==> src/rtl/play_engine.sv <==
// play_engine: walks a song ROM note by note, judges one hit per note and tracks score/combo.
// Define PLAY_HISCORE_EN to build the per-user high-score table; otherwise hi_score is 0.
module play_engine #(
    parameter int USER_W      = 3,
    parameter int ADDR_W      = 6,
    parameter int SCORE_W     = 21,
    parameter int TICK_DIV    = 100000,
    parameter int WIN_PERFECT = 8,
    parameter int WIN_GOOD    = 20
) (
    input  logic               clk,
    input  logic               rst,
    input  logic               start,
    input  logic               abort,
    input  logic [USER_W-1:0]  user,
    input  logic [1:0]         mode,
    input  logic [ADDR_W-1:0]  song_len,
    output logic [ADDR_W-1:0]  rom_addr,
    input  logic [7:0]         rom_data,
    input  logic               hit,
    input  logic [3:0]         hit_note,
    output logic [3:0]         cur_note,
    output logic               busy,
    output logic               done,
    output logic [1:0]         judge,
    output logic [SCORE_W-1:0] score,
    output logic [SCORE_W-1:0] combo,
    output logic [SCORE_W-1:0] max_combo,
    output logic [SCORE_W-1:0] hi_score
);
    localparam int PW = (TICK_DIV > 1) ? $clog2(TICK_DIV) : 1;
    localparam int EW = 9;
    localparam logic [PW-1:0] PRESC_MAX = PW'(TICK_DIV - 1);
    localparam logic [EW-1:0] WIN_P = EW'(WIN_PERFECT);
    localparam logic [EW-1:0] WIN_G = EW'(WIN_GOOD);
    localparam logic [1:0] J_NONE = 2'b00, J_MISS = 2'b01, J_GOOD = 2'b10, J_PERFECT = 2'b11;

    typedef enum logic [2:0] {IDLE, FETCH, WAIT, PLAY, DONE} state_t;
    state_t state, state_nx, state_n;

    logic [1:0]         mode_r;
    logic [ADDR_W-1:0]  len_r;
    logic [3:0]         length_r;
    logic [3:0]         note_r;
    logic [PW-1:0]      presc;
    logic [EW-1:0]      elapsed;
    logic               judged;
    logic               start_ok, abort_ok, tick, note_end;
    logic [3:0]         len_eff;
    logic [EW-1:0]      dur;
    logic [1:0]         judge_ev, judge_n;
    logic [SCORE_W-1:0] score_n, combo_n, max_n;

    function automatic logic [SCORE_W-1:0] sat_add(input logic [SCORE_W-1:0] a, input logic [1:0] inc);
        logic [SCORE_W+1:0] sum;
        sum = {2'b00, a} + {{SCORE_W{1'b0}}, inc};
        if (sum[SCORE_W+1:SCORE_W] != 2'b00) return {SCORE_W{1'b1}};
        else return sum[SCORE_W-1:0];
    endfunction

    assign busy     = (state == FETCH) || (state == WAIT) || (state == PLAY);
    assign done     = (state == DONE);
    assign cur_note = note_r;
    assign start_ok = start && ((state == IDLE) || (state == DONE));
    assign abort_ok = abort && busy;
    assign tick     = (presc == PRESC_MAX);
    assign len_eff  = (length_r == 4'd0) ? 4'd1 : length_r;
    assign note_end = (state == PLAY) && (elapsed == dur);
    assign state_n  = abort_ok ? IDLE : state_nx;

    // Note duration in ticks, scaled by the latched play mode.
    always_comb begin
        case (mode_r)
            2'b10:   dur = {len_eff, 5'b00000};
            2'b11:   dur = {2'b00, len_eff, 3'b000};
            default: dur = {1'b0, len_eff, 4'b0000};
        endcase
    end

    // Next state and judgement of the current cycle; abort overrides both.
    always_comb begin
        state_nx = state;
        judge_ev = J_NONE;
        case (state)
            IDLE, DONE: begin
                if (start_ok) state_nx = (song_len == {ADDR_W{1'b0}}) ? DONE : FETCH;
                else state_nx = state;
            end
            FETCH: state_nx = WAIT;
            WAIT:  state_nx = PLAY;
            PLAY: begin
                if (hit && !judged && (note_r != 4'd0)) begin
                    if (hit_note != note_r) judge_ev = J_MISS;
                    else if (elapsed <= WIN_P) judge_ev = J_PERFECT;
                    else if (elapsed <= WIN_G) judge_ev = J_GOOD;
                    else judge_ev = J_MISS;
                end else if (note_end && !judged && (note_r != 4'd0)) begin
                    judge_ev = J_MISS;
                end else begin
                    judge_ev = J_NONE;
                end
                if (note_end) state_nx = (rom_addr == len_r - ADDR_W'(1)) ? DONE : FETCH;
                else state_nx = PLAY;
            end
            default: state_nx = IDLE;
        endcase
        if (abort_ok) judge_ev = J_NONE;
        else judge_ev = judge_ev;
    end

    // Result counters: cleared on start, updated by the judgement, saturating.
    always_comb begin
        judge_n = judge;
        score_n = score;
        combo_n = combo;
        max_n   = max_combo;
        if (start_ok) begin
            judge_n = J_NONE;
            score_n = {SCORE_W{1'b0}};
            combo_n = {SCORE_W{1'b0}};
            max_n   = {SCORE_W{1'b0}};
        end else begin
            case (judge_ev)
                J_PERFECT: begin
                    judge_n = J_PERFECT;
                    score_n = sat_add(score, 2'd3);
                    combo_n = sat_add(combo, 2'd1);
                end
                J_GOOD: begin
                    judge_n = J_GOOD;
                    score_n = sat_add(score, 2'd1);
                    combo_n = sat_add(combo, 2'd1);
                end
                J_MISS: begin
                    judge_n = J_MISS;
                    combo_n = {SCORE_W{1'b0}};
                end
                default: judge_n = judge;
            endcase
            max_n = (combo_n > max_combo) ? combo_n : max_combo;
        end
    end

    // State register, note sequencing and tick timing.
    always_ff @(posedge clk) begin
        if (rst) begin
            state     <= IDLE;
            rom_addr  <= {ADDR_W{1'b0}};
            mode_r    <= 2'b00;
            len_r     <= {ADDR_W{1'b0}};
            length_r  <= 4'd0;
            note_r    <= 4'd0;
            presc     <= {PW{1'b0}};
            elapsed   <= {EW{1'b0}};
            judged    <= 1'b0;
            judge     <= J_NONE;
            score     <= {SCORE_W{1'b0}};
            combo     <= {SCORE_W{1'b0}};
            max_combo <= {SCORE_W{1'b0}};
        end else begin
            state     <= state_n;
            judge     <= judge_n;
            score     <= score_n;
            combo     <= combo_n;
            max_combo <= max_n;
            if (abort_ok) begin
                note_r <= 4'd0;
            end else begin
                case (state)
                    IDLE, DONE: begin
                        if (start_ok) begin
                            mode_r   <= mode;
                            len_r    <= song_len;
                            rom_addr <= {ADDR_W{1'b0}};
                        end
                    end
                    WAIT: begin
                        note_r   <= rom_data[7:4];
                        length_r <= rom_data[3:0];
                        presc    <= {PW{1'b0}};
                        elapsed  <= {EW{1'b0}};
                        judged   <= 1'b0;
                    end
                    PLAY: begin
                        presc <= tick ? {PW{1'b0}} : presc + PW'(1);
                        if (tick) elapsed <= elapsed + EW'(1);
                        if (judge_ev != J_NONE) judged <= 1'b1;
                        if (state_nx == FETCH) rom_addr <= rom_addr + ADDR_W'(1);
                        if (state_nx == DONE) note_r <= 4'd0;
                    end
                    default: ;
                endcase
            end
        end
    end

`ifdef PLAY_HISCORE_EN
    logic [USER_W-1:0]  user_r, user_n;
    logic [SCORE_W-1:0] hs_table [2**USER_W];
    logic               enter_done;

    assign user_n     = start_ok ? user : user_r;
    assign enter_done = (state_n == DONE) && ((state != DONE) || start_ok);
    assign hi_score   = hs_table[user_r];

    // High-score table: best final score per user, written as DONE is entered.
    always_ff @(posedge clk) begin
        if (rst) begin
            user_r <= {USER_W{1'b0}};
            for (int i = 0; i < 2**USER_W; i++) hs_table[i] <= {SCORE_W{1'b0}};
        end else begin
            user_r <= user_n;
            if (enter_done && (score_n > hs_table[user_n])) hs_table[user_n] <= score_n;
        end
    end
`else
    logic unused_user;
    assign unused_user = ^user;
    assign hi_score    = {SCORE_W{1'b0}};
`endif

endmodule

==> config.mk <==
export PLATFORM = sky130hd
export DESIGN_NAME = play_engine
export DESIGN_NICKNAME = d
export VERILOG_FILES = /design/src/rtl/play_engine.sv
export SDC_FILE = /design/constraint.sdc
export NUM_CORES = 1
export LEC_CHECK = 0
export ABC_CLOCK_PERIOD_IN_PS = 8800
export BUFFER_PORTS_ARGS = -buffer_cell sky130_fd_sc_hd__clkbuf_2
export CORE_MARGIN = 10
export CORE_UTILIZATION = 35
export DETAILED_ROUTE_END_ITERATION = 8
export PLACE_DENSITY = 0.51
export SLEW_MARGIN = 20
export SYNTH_ARGS = -nofsm -noshare
export SYNTH_HDL_FRONTEND = slang
export SYNTH_SLANG_ARGS = --single-unit
==> constraint.sdc <==
create_clock -name clk -period 8.8 [get_ports clk]
set_input_delay 0.44 -clock clk [delete_from_list [all_inputs] [get_ports clk]]
set_output_delay 0.44 -clock clk [all_outputs]
set_load 0.01 [all_outputs]
==> results.toml, run 1 <==
[min_path]
hold_depth = 3
hp-class = "primary input to flop"

[critical_path]
cp_data_arrival_time_ns = 5.42
worstPathRequired_ns = 9.11
startpoint_type = "flop"
cp_top_family = "compound AO/OA/AOI/OAI gates"
crit_cells = 16
critPathCaptureType = "flop"
r2r_cells = 16
cpPeakStageDelay_ns = 0.68
path_cells = "mux2_1, a211oi_1, and4_1, and4b_4, o21ai_2, nor2_2, a311oi_2, ha_1, and4b_1, a2111o_1, a221o_1, o211ai_1, a21oi_2, buf_4, and2_1, a22o_1"
crit_fanout = 19
path_buf_inv = 1
cpMaxStageDelayCell = "dfxtp_1"
crit_type = "flop to flop"

[floorplan]
rows = 53
dieWidth_um = 166
die_area_um2 = 27400
die_y_um = 166
io_pins = 126
core_um2 = 21000
start_util = 0.354

[timing]
setup_viol = 0
clock_skew_ns = 0.0144
drv_slew = 0
hold_viol_final = 0
grt_setup_unrepaired = "no"
max_freq_mhz = 196
worst_slew_pin_slew_ns = 0.903
whs_ns = 0.241
setup_tns_ns = 0
min_period_ns = 5.11
relSlewSlack = 0.393
post-route-period-util = 0.580

[drt]
ant_nets = 0
drt-wirelength-per-cell_um = 16.8
wl_um = 22500
firstDrtPassIters = 5
dr.first_iter.drc_count = 504
vias_per_cell = 5.32
num_vias = 7121
remaining_drc_errors = 0

[pwr]
p_per_area_nw_per_um2 = 172
peakVddDrop_mv = 0.125
power_frac_seq = 0.380
p_int_w = 0.00108
p_sw_frac = 0.271
leakage_nw = 3.37
p_switching_w = 0.000402
combPwrFrac = 0.138
clock_power_share = 0.482

[cells_and_area]
drive_above_1_share = 0.162
area_delta_synth_final_pct = 16.6
finish.cell_count_without_fillers = 1338
antenna_cells = 0
fin_nets = 1107

[clocking]
cts-resized-gates = 0
cts_tree = "yes"
htreeDepth = 4
cts_setup_buffers = 0
root_buffer = "clkbuf_16"
hold_buffers = 0
cts.clk_slew.worst_paths_ns = 0.06
clk-insertion-delay-late_ns = 0.42
clockBufferDepth = 2
cts_buffers = 17
cts.sinks = 117

[place]
place_congestion = 0.843
dpl.hpwl_um = 16700
placed_cells = 1306
io_buffer_count = 101

[run]
drv_cap = 0

[global_routing]
grt_usage = 0.161
grt_antenna_before_repair = 0
grt-ovfl-total = 0
grt_pass1_wl_um = 36900
grt_pass1_vias = 6723
grt_max_degree = 38

[logic_synthesis]
synth_edf_count = 0
synth_top_area_share = 0.316
ys_seq_elements = 117
syn_area_per_cell_um2 = 7.64
seq_area_frac_synth = 0.316
netlist_area_um2 = 7420
yosys.area.top_type = "dfxtp_1"
synth_flop_cell = "dfxtp_1"
synthTopCellsByArea = "dfxtp_1, nor2_1, a21oi_1"
syn-instance-count = 971
ys_types = 81
ys.warnings.count = 0
ys_async_sr_fraction = 0

[status]
status = "completed"
layout by cell type (no fill, tap or decap), types with 4 or more instances in the layout:
| master | synthesis | routed |
|---|---|---|
| dfxtp_1 | 117 | 117 |
| nor2_1 | 110 | 109 |
| clkbuf_2 | 1 | 101 |
| nand2_1 | 86 | 86 |
| a21oi_1 | 79 | 78 |
| inv_1 | 57 | 57 |
| o21ai_0 | 51 | 51 |
| nand3_1 | 45 | 45 |
| nor3_1 | 39 | 39 |
| ha_1 | 29 | 29 |
| xnor2_1 | 27 | 27 |
| conb_1 | 1 | 21 |
| nand2b_1 | 17 | 17 |
| clkbuf_16 | 0 | 17 |
| a31oi_1 | 16 | 16 |
| nand4_1 | 16 | 16 |
| and3_1 | 16 | 16 |
| and2_1 | 15 | 15 |
| a21o_1 | 12 | 12 |
| o21a_1 | 10 | 10 |
| and4_1 | 9 | 9 |
| nor4_1 | 9 | 9 |
| xor2_1 | 9 | 9 |
| o211ai_1 | 8 | 8 |
| o22ai_1 | 7 | 7 |
| or2_2 | 7 | 7 |
| a22o_1 | 7 | 7 |
| a211oi_1 | 7 | 7 |
| or3_1 | 7 | 7 |
| or4_1 | 6 | 6 |
| a22oi_1 | 6 | 6 |
| buf_4 | 21 | 6 |
| o21bai_1 | 5 | 5 |
| mux2i_1 | 4 | 4 |
| clkbuf_1 | 28 | 4 |
routing by layer:
| metal | global-route usage | vias up | wire, um |
|---|---|---|---|
| li1 | - | 3602 | - |
| met1 | 0.214 | 3331 | 10600 |
| met2 | 0.256 | 170 | 10500 |
| met3 | 0.0381 | 18 | 1130 |
| met4 | 0.0404 | 0 | 196 |
| met5 | 0 | - | 0 |
synth_stat cells (8+ instances only):
cell      number
clkbuf_1      28
o211ai_1       8
nor3_1        39
and4_1         9
ha_1          29
inv_1         57
xor2_1         9
o21a_1        10
o21ai_0       51
a21o_1        12
nor4_1         9
a21oi_1       79
a31oi_1       16
nor2_1       110
buf_4         21
nand2_1       86
buf_2         15
and2_1        15
dfxtp_1      117
xnor2_1       27
and3_1        16
nand2b_1      17
nand3_1       45
nand4_1       16
flip-flops by register name, summed over array words and instances, names as in the netlist, 4 cells and up:
signal / flops
score: 21
max_combo: 21
presc: 17
length_r: 4
combo: 21
len_r: 6
cur_note: 4
rom_addr: 6
elapsed: 9
power groups by stage:
stage / clock network (W) / logic [W] / registers [W]
finish: 0.000716 / 0.000204 / 0.000565
global route: 0.000754 / 0.000232 / 0.000568
CTS: 0.000732 / 0.000206 / 0.000565
detailed placement: 0 / 0.000205 / 0.000576
global placement: 0 / 0.000205 / 0.000576
floorplan: 0 / 0.000150 / 0.000571
path summary, 6_finish.rpt:
kind / endpoint / start / slack (ns)
worst max-delay path: max_combo[5] / mode_r[1] / 3.69
worst min-delay path: mode_r[0] / mode[0] / 0.24
worst max register to register: max_combo[5] / mode_r[1] / 3.69
worst min register to register: judge[0] / judge[0] / 0.46
layout make-up:
class / instances / area, um^2
clock buffer: 24 / 482
clock inverter: 8 / 123
fill: 2213 / 12300
inverter: 57 / 214
multi-input combinational: 750 / 4600
sequential: 117 / 2340
tap: 275 / 344
timing repair buffer: 107 / 551
logic make-up after synthesis:
| family | Yosys count | share of synthesized area |
|---|---|---|
| simple gates | 408 | 0.286 |
| mux | 6 | 0.00843 |
| flops | 117 | 0.316 |
| buf+inv | 124 | 0.0770 |
| compound gates | 250 | 0.221 |
| other cells | 1 | 0.000505 |
| xor+xnor | 36 | 0.0425 |
| fa+ha+maj | 29 | 0.0489 |
stage by stage:
stage	worst slack [ns]	area [um^2]	util	total power, W
after CTS	3.67	8650	0.413	0.00150
after global placement	3.58	8050	0.384	0.000781
after floorplan	4.60	7500	-	0.000721
final	3.69	8650	0.413	0.00148
after detailed placement	3.59	8050	0.384	0.000781
after global routing	3.28	8650	0.413	0.00155
tightest hold or removal path, cell delays in order:
cell and delay, ns:
clkbuf_2 0.08, nand2_1 0.05, a21oi_1 0.05
Power figures use the tool's default switching activity.
==> run 2: changes to the inputs <==
--- a/config.mk
+++ b/config.mk
@@ -5,12 +5,13 @@
 export SDC_FILE = /design/constraint.sdc
 export NUM_CORES = 1
 export LEC_CHECK = 0
-export ABC_CLOCK_PERIOD_IN_PS = 8800
+export ABC_AREA = 1
+export ABC_CLOCK_PERIOD_IN_PS = 4500
 export BUFFER_PORTS_ARGS = -buffer_cell sky130_fd_sc_hd__clkbuf_2
 export CORE_MARGIN = 10
 export CORE_UTILIZATION = 35
 export DETAILED_ROUTE_END_ITERATION = 8
-export PLACE_DENSITY = 0.51
+export PLACE_DENSITY = 0.53
 export SLEW_MARGIN = 20
 export SYNTH_ARGS = -nofsm -noshare
 export SYNTH_HDL_FRONTEND = slang
==> constraint.sdc (replaced) <==
create_clock -name clk -period 4.5 [get_ports clk]
set_input_delay 0.225 -clock clk [delete_from_list [all_inputs] [get_ports clk]]
set_output_delay 0.225 -clock clk [all_outputs]
set_load 0.01 [all_outputs]
==> results.toml, run 2 <==
[cells_and_area]
fin_nets = 1383
final_cell_mix = "nand2_1, inv_1, dfxtp_1"
final_common_cell = "nand2_1"
final_area_um2 = 9260
area_delta_synth_final_pct = 15.6
antenna_cells = 0
largestRegisters = "combo x21, max_combo x21, score x21"
fillCellCount = 2482
drive_above_1_share = 0.145

[logic_synthesis]
ys.warnings.count = 0
synth_flop_cell = "dfxtp_1"
yosys.area.top_type = "dfxtp_1"
synth_edf_count = 0
synthAdderAreaFrac = 0.0453
synthTopCellsByArea = "dfxtp_1, nand2_1, inv_1"
synth_compound_area_frac = 0.146
yosys.area_share.simple = 0.333
syn_area_per_cell_um2 = 6.46
synth_mux_area_frac = 0
ys_async_sr_fraction = 0
synthXorXnorAreaFrac = 0.0579
seq_area_frac_synth = 0.292
synth_top_area_share = 0.292
netlist_area_um2 = 8010
ys_types = 47
ys_seq_elements = 117
yosysMostFrequentCell = "nand2_1"
synth_top_family_by_area = "simple AND/OR/NAND/NOR gates"
syn-instance-count = 1240
synth_commonest_cells = "nand2_1, inv_1, dfxtp_1"

[min_path]
hp-class = "primary input to flop"

[floorplan]
start_util = 0.355
die_area_um2 = 29300
dieWidth_um = 171
rows = 55
core_um2 = 22600
die_y_um = 171
io_pins = 126

[drt]
vias_per_cell = 4.78
remaining_drc_errors = 0
firstDrtPassIters = 5
drt-wirelength-per-cell_um = 13.5
ant_nets = 0
wl_um = 22000
num_vias = 7767
dr.first_iter.drc_count = 435

[clocking]
cts_buffers = 17
cts_tree = "yes"
cts_setup_buffers = 0
clk-insertion-delay-late_ns = 0.42
cts.sinks = 117
clockBufferDepth = 2
root_buffer = "clkbuf_16"
cts.clk_slew.worst_paths_ns = 0.06
htreeDepth = 4

[timing]
setup_tns_ns = 0
relSlewSlack = 0.458
hold_viol_final = 0
setup_viol = 0
worst_slew_pin_slew_ns = 0.811
max_freq_mhz = 257
drv_slew = 0
post-route-period-util = 0.865
grt_setup_unrepaired = "no"
min_period_ns = 3.89
clock_skew_ns = 0.0121

[pwr]
peakVddDrop_mv = 0.317
p_per_area_nw_per_um2 = 400
leakage_nw = 4.25

[place]
placed_area_um2 = 8630
place_congestion = 0.848
dpl.hpwl_um = 16500
io_buffer_count = 101

[critical_path]
crit_fanout = 26
critPathCaptureType = "flop"
crit_type = "flop to flop"
worstPathRequired_ns = 4.81
cp_data_arrival_time_ns = 4.21
startpoint_type = "flop"

[global_routing]
grt_pass1_vias = 7427
grt_usage = 0.152
grt_max_degree = 40
grt-ovfl-total = 0
grt_pass1_wl_um = 36900
grt_antenna_before_repair = 0

[status]
status = "completed"

[run]
drv_cap = 0
[run 2: logic make-up (layout without fill, tap and decap cells)]
kind of cell,after synthesis,count (layout)
AOI/OAI and AO/OA,201,201
other,1,21
adders and majority gates,29,29
DFF,117,117
xor gates and xnor gates,53,53
buffers and inverters,232,311
and+or+nand+nor,607,607
[run 2: layout make-up]
class                   count  area, um^2  share of cell area
flip-flops and latches    117        2340               0.253
inverters                 174         657              0.0709
clock inverters            14         200              0.0216
repair buffers            105         536              0.0578
multi-input cells         911        4740               0.512
clock buffers              18         429              0.0463
well taps                 285         357              0.0385
[run 2: per-layer routing]
layer	wire length, um	vias to the layer above	track usage
met3	1150	24	0.0305
met5	0	-	0
li1	-	4114	-
met2	9780	144	0.247
met4	306	0	0.0473
met1	10700	3485	0.199
[run 2: worst paths after layout]
path                                   from      endpoint  slack [ns]  depth (start not counted)
worst max register to register     state[0]  max_combo[0]        0.61                         22
worst min register to register     judge[0]      judge[0]        0.47                          2
worst max-delay path               state[0]  max_combo[0]        0.61                         22
worst min-delay path            song_len[5]      len_r[5]        0.09                          3
[run 2: report_power, final]
part	switching [W]	total [W]	internal, W	leakage, nW
clock network	0.000535	0.00147	0.000934	0.298
logic	0.000703	0.00106	0.000353	3.00
registers	0.0000575	0.00118	0.00112	0.947
total	0.00129	0.00370	0.00241	4.25
[run 2: what timing repair did]
item / CTS / global route
endpoints found under the setup margin: 0 / 1
endpoints found under the hold margin: 0 / 0
resized for setup: 0 / 1
hold buffers: 0 / 0
[run 2: worst max-delay path, cell delays in order, from the launching register on]
cell	delay (ns)
dfxtp_1	0.43
nand2_1	0.14
nor2_4	0.24
inv_2	0.16
nor2_2	0.12
nand3_1	0.10
nor2_2	0.15
inv_2	0.23
nand2_8	0.26
o21a_4	0.16
inv_1	0.04
ha_1	0.29
a21oi_1	0.17
o21a_1	0.14
o221ai_1	0.15
nand2_1	0.09
nand3_1	0.06
nand2_1	0.12
clkinvlp_4	0.33
nor2_1	0.19
nor2_1	0.05
o21ai_1	0.10
inv_1	0.04
[run 2: through the flow]
stage	cells	hold WS, ns	utilization	power (W)	worst slack, ns
after detailed placement	1592	0.461	0.382	0.00226	0.411
after floorplan	1260	0.392	-	0.00197	1.31
after CTS	1624	0.0791	0.410	0.00375	0.402
after global placement	1592	0.460	0.382	0.00226	0.434
final	1624	0.0888	0.410	0.00370	0.606
after global routing	1624	0.0933	0.410	0.00397	0.0904
==> run 3: changes to the inputs <==
--- a/config.mk
+++ b/config.mk
@@ -9,9 +9,9 @@
 export ABC_CLOCK_PERIOD_IN_PS = 4500
 export BUFFER_PORTS_ARGS = -buffer_cell sky130_fd_sc_hd__clkbuf_2
 export CORE_MARGIN = 10
-export CORE_UTILIZATION = 35
+export CORE_UTILIZATION = 47
 export DETAILED_ROUTE_END_ITERATION = 8
-export PLACE_DENSITY = 0.53
+export PLACE_DENSITY = 0.68
 export SLEW_MARGIN = 20
 export SYNTH_ARGS = -nofsm -noshare
 export SYNTH_HDL_FRONTEND = slang
==> results.toml, run 3 (synthesis gave the netlist of run 2 again) <==
[status]
status = "completed"

[drt]
ant_nets = 0
dr.first_iter.drc_count = 486
drt-wirelength-per-cell_um = 13.1
wl_um = 20500
num_vias = 7855
vias_per_cell = 5.04
firstDrtPassIters = 6
remaining_drc_errors = 0

[cells_and_area]
largestRegisters = "combo x21, max_combo x21, score x21"
area_delta_synth_final_pct = 14.2
fin_nets = 1383
final_cell_mix = "nand2_1, inv_1, dfxtp_1"
final_util = 0.550
fillCellCount = 1657
finish.cell_count_without_fillers = 1559
drive_above_1_share = 0.142
final_common_cell = "nand2_1"
multi_input_area_um2 = 4740
antenna_cells = 0
seqCellArea_um2 = 2340

[min_path]
hp-class = "primary input to flop"
worstHoldStart = "rom_data[0]"

[run]
drv_cap = 0

[global_routing]
grt_usage = 0.178
grt_antenna_before_repair = 0
grt_max_degree = 40
grt_pass1_vias = 7252
grt-ovfl-total = 0
grt_pass1_wl_um = 33700

[timing]
drv_slew = 0
max_freq_mhz = 253
setup_tns_ns = 0
min_period_ns = 3.95
relSlewSlack = 0.467
setup_ws_ns = 0.547
clock_skew_ns = 0.0117
setup_viol = 0
worst_slew_pin_slew_ns = 0.796
post-route-period-util = 0.879
grt_setup_unrepaired = "no"
hold_viol_final = 0

[floorplan]
start_util = 0.481
dieWidth_um = 151
die_y_um = 151
core_um2 = 16600
die_area_um2 = 22700
io_pins = 126
rows = 47

[clocking]
hold_buffers = 0
cts_setup_buffers = 0
cts_buffers = 17
clockBufferDepth = 2
htreeDepth = 4
cts.clk_slew.worst_paths_ns = 0.05
cts-resized-gates = 0
root_buffer = "clkbuf_16"
cts.sinks = 117
cts_tree = "yes"
clk-insertion-delay-late_ns = 0.42

[critical_path]
startpoint_type = "flop"
cp-startpoint = "state[0]"
crit_fanout = 26
reg2reg_from = "state[0]"
path_cells = "nand2_1, nor2_4, inv_2, nor2_2, nand3_1, nor2_2, inv_2, nand2_8, inv_2, nand2_1, nand2_1, ha_1, a21oi_1, o21ai_0, a21oi_1, nand3_1, nand2_1, clkinv_1, nor2_1, nor2_1, o21ai_1, inv_1"
path_common_cell = "nand2_1"
critPathCaptureType = "flop"
worstPathRequired_ns = 4.81
cp_data_arrival_time_ns = 4.27
crit_type = "flop to flop"
cpMaxStageDelayCell = "clkinv_1"
cpPeakStageDelay_ns = 0.44

[place]
placed_cells = 1527
pre_cts_slack_ns = 0.533
place_congestion = 0.897
dpl.hpwl_um = 15300
io_buffer_count = 101

[pwr]
peakVddDrop_mv = 0.318
p_per_area_nw_per_um2 = 398
total_power_w = 0.00364
leakage_nw = 4.25
-- run 3: changes by cell type in the layout (fill, tap and decap cells not counted) --
cell and delta:
clkbuf_1 +3, clkbuf_8 +1, clkinv_1 +1, clkinv_2 +4, clkinv_4 -1, clkinvlp_4 -4, inv_6 -4
-- run 3: per-stage QoR --
step | hold WS (ns) | cell area (um^2)
after CTS | 0.0739 | 9150
after global placement | 0.458 | 8550
after global routing | 0.109 | 9150
after floorplan | 0.392 | 8090
final | 0.0855 | 9150
after detailed placement | 0.456 | 8550
-- run 3: final timing paths --
check,to,slack (ns),cells after the start
worst min-delay path,length_r[0],0.09,3
worst max register to register,max_combo[0],0.55,22
worst max-delay path,max_combo[0],0.55,22
worst min register to register,judge[1],0.46,2
-- run 3: area by class of cell --
| cell class | count | share of cell area |
|---|---|---|
| clock inverter | 10 | 0.0168 |
| timing repair buffer | 105 | 0.0585 |
| sequential | 117 | 0.256 |
| multi-input combinational | 911 | 0.518 |
| inverter | 174 | 0.0714 |
| clock buffer | 22 | 0.0496 |
| tap | 220 | 0.0301 |
-- run 3: critical path, delay by kind of cell (launching register included) --
family | cells | cell delay (ns)
flops | 1 | 0.41
fa+ha+maj | 1 | 0.32
compound gates | 4 | 0.51
simple gates | 12 | 1.63
buf+inv | 5 | 0.98
-- run 3: where the power goes --
group          switching, W  total [W]  internal [W]
registers         0.0000597    0.00118       0.00112
clock network      0.000485    0.00142      0.000936
logic              0.000686    0.00104      0.000351
-- run 3: routing by layer --
layer  vias to the layer above  part of all wire  track usage
li1                       4129                 -            -
met1                      3526              0.45        0.220
met2                       177              0.47        0.299
met3                        23             0.065       0.0462
met4                         0             0.011       0.0520
met5                         -                 0            0
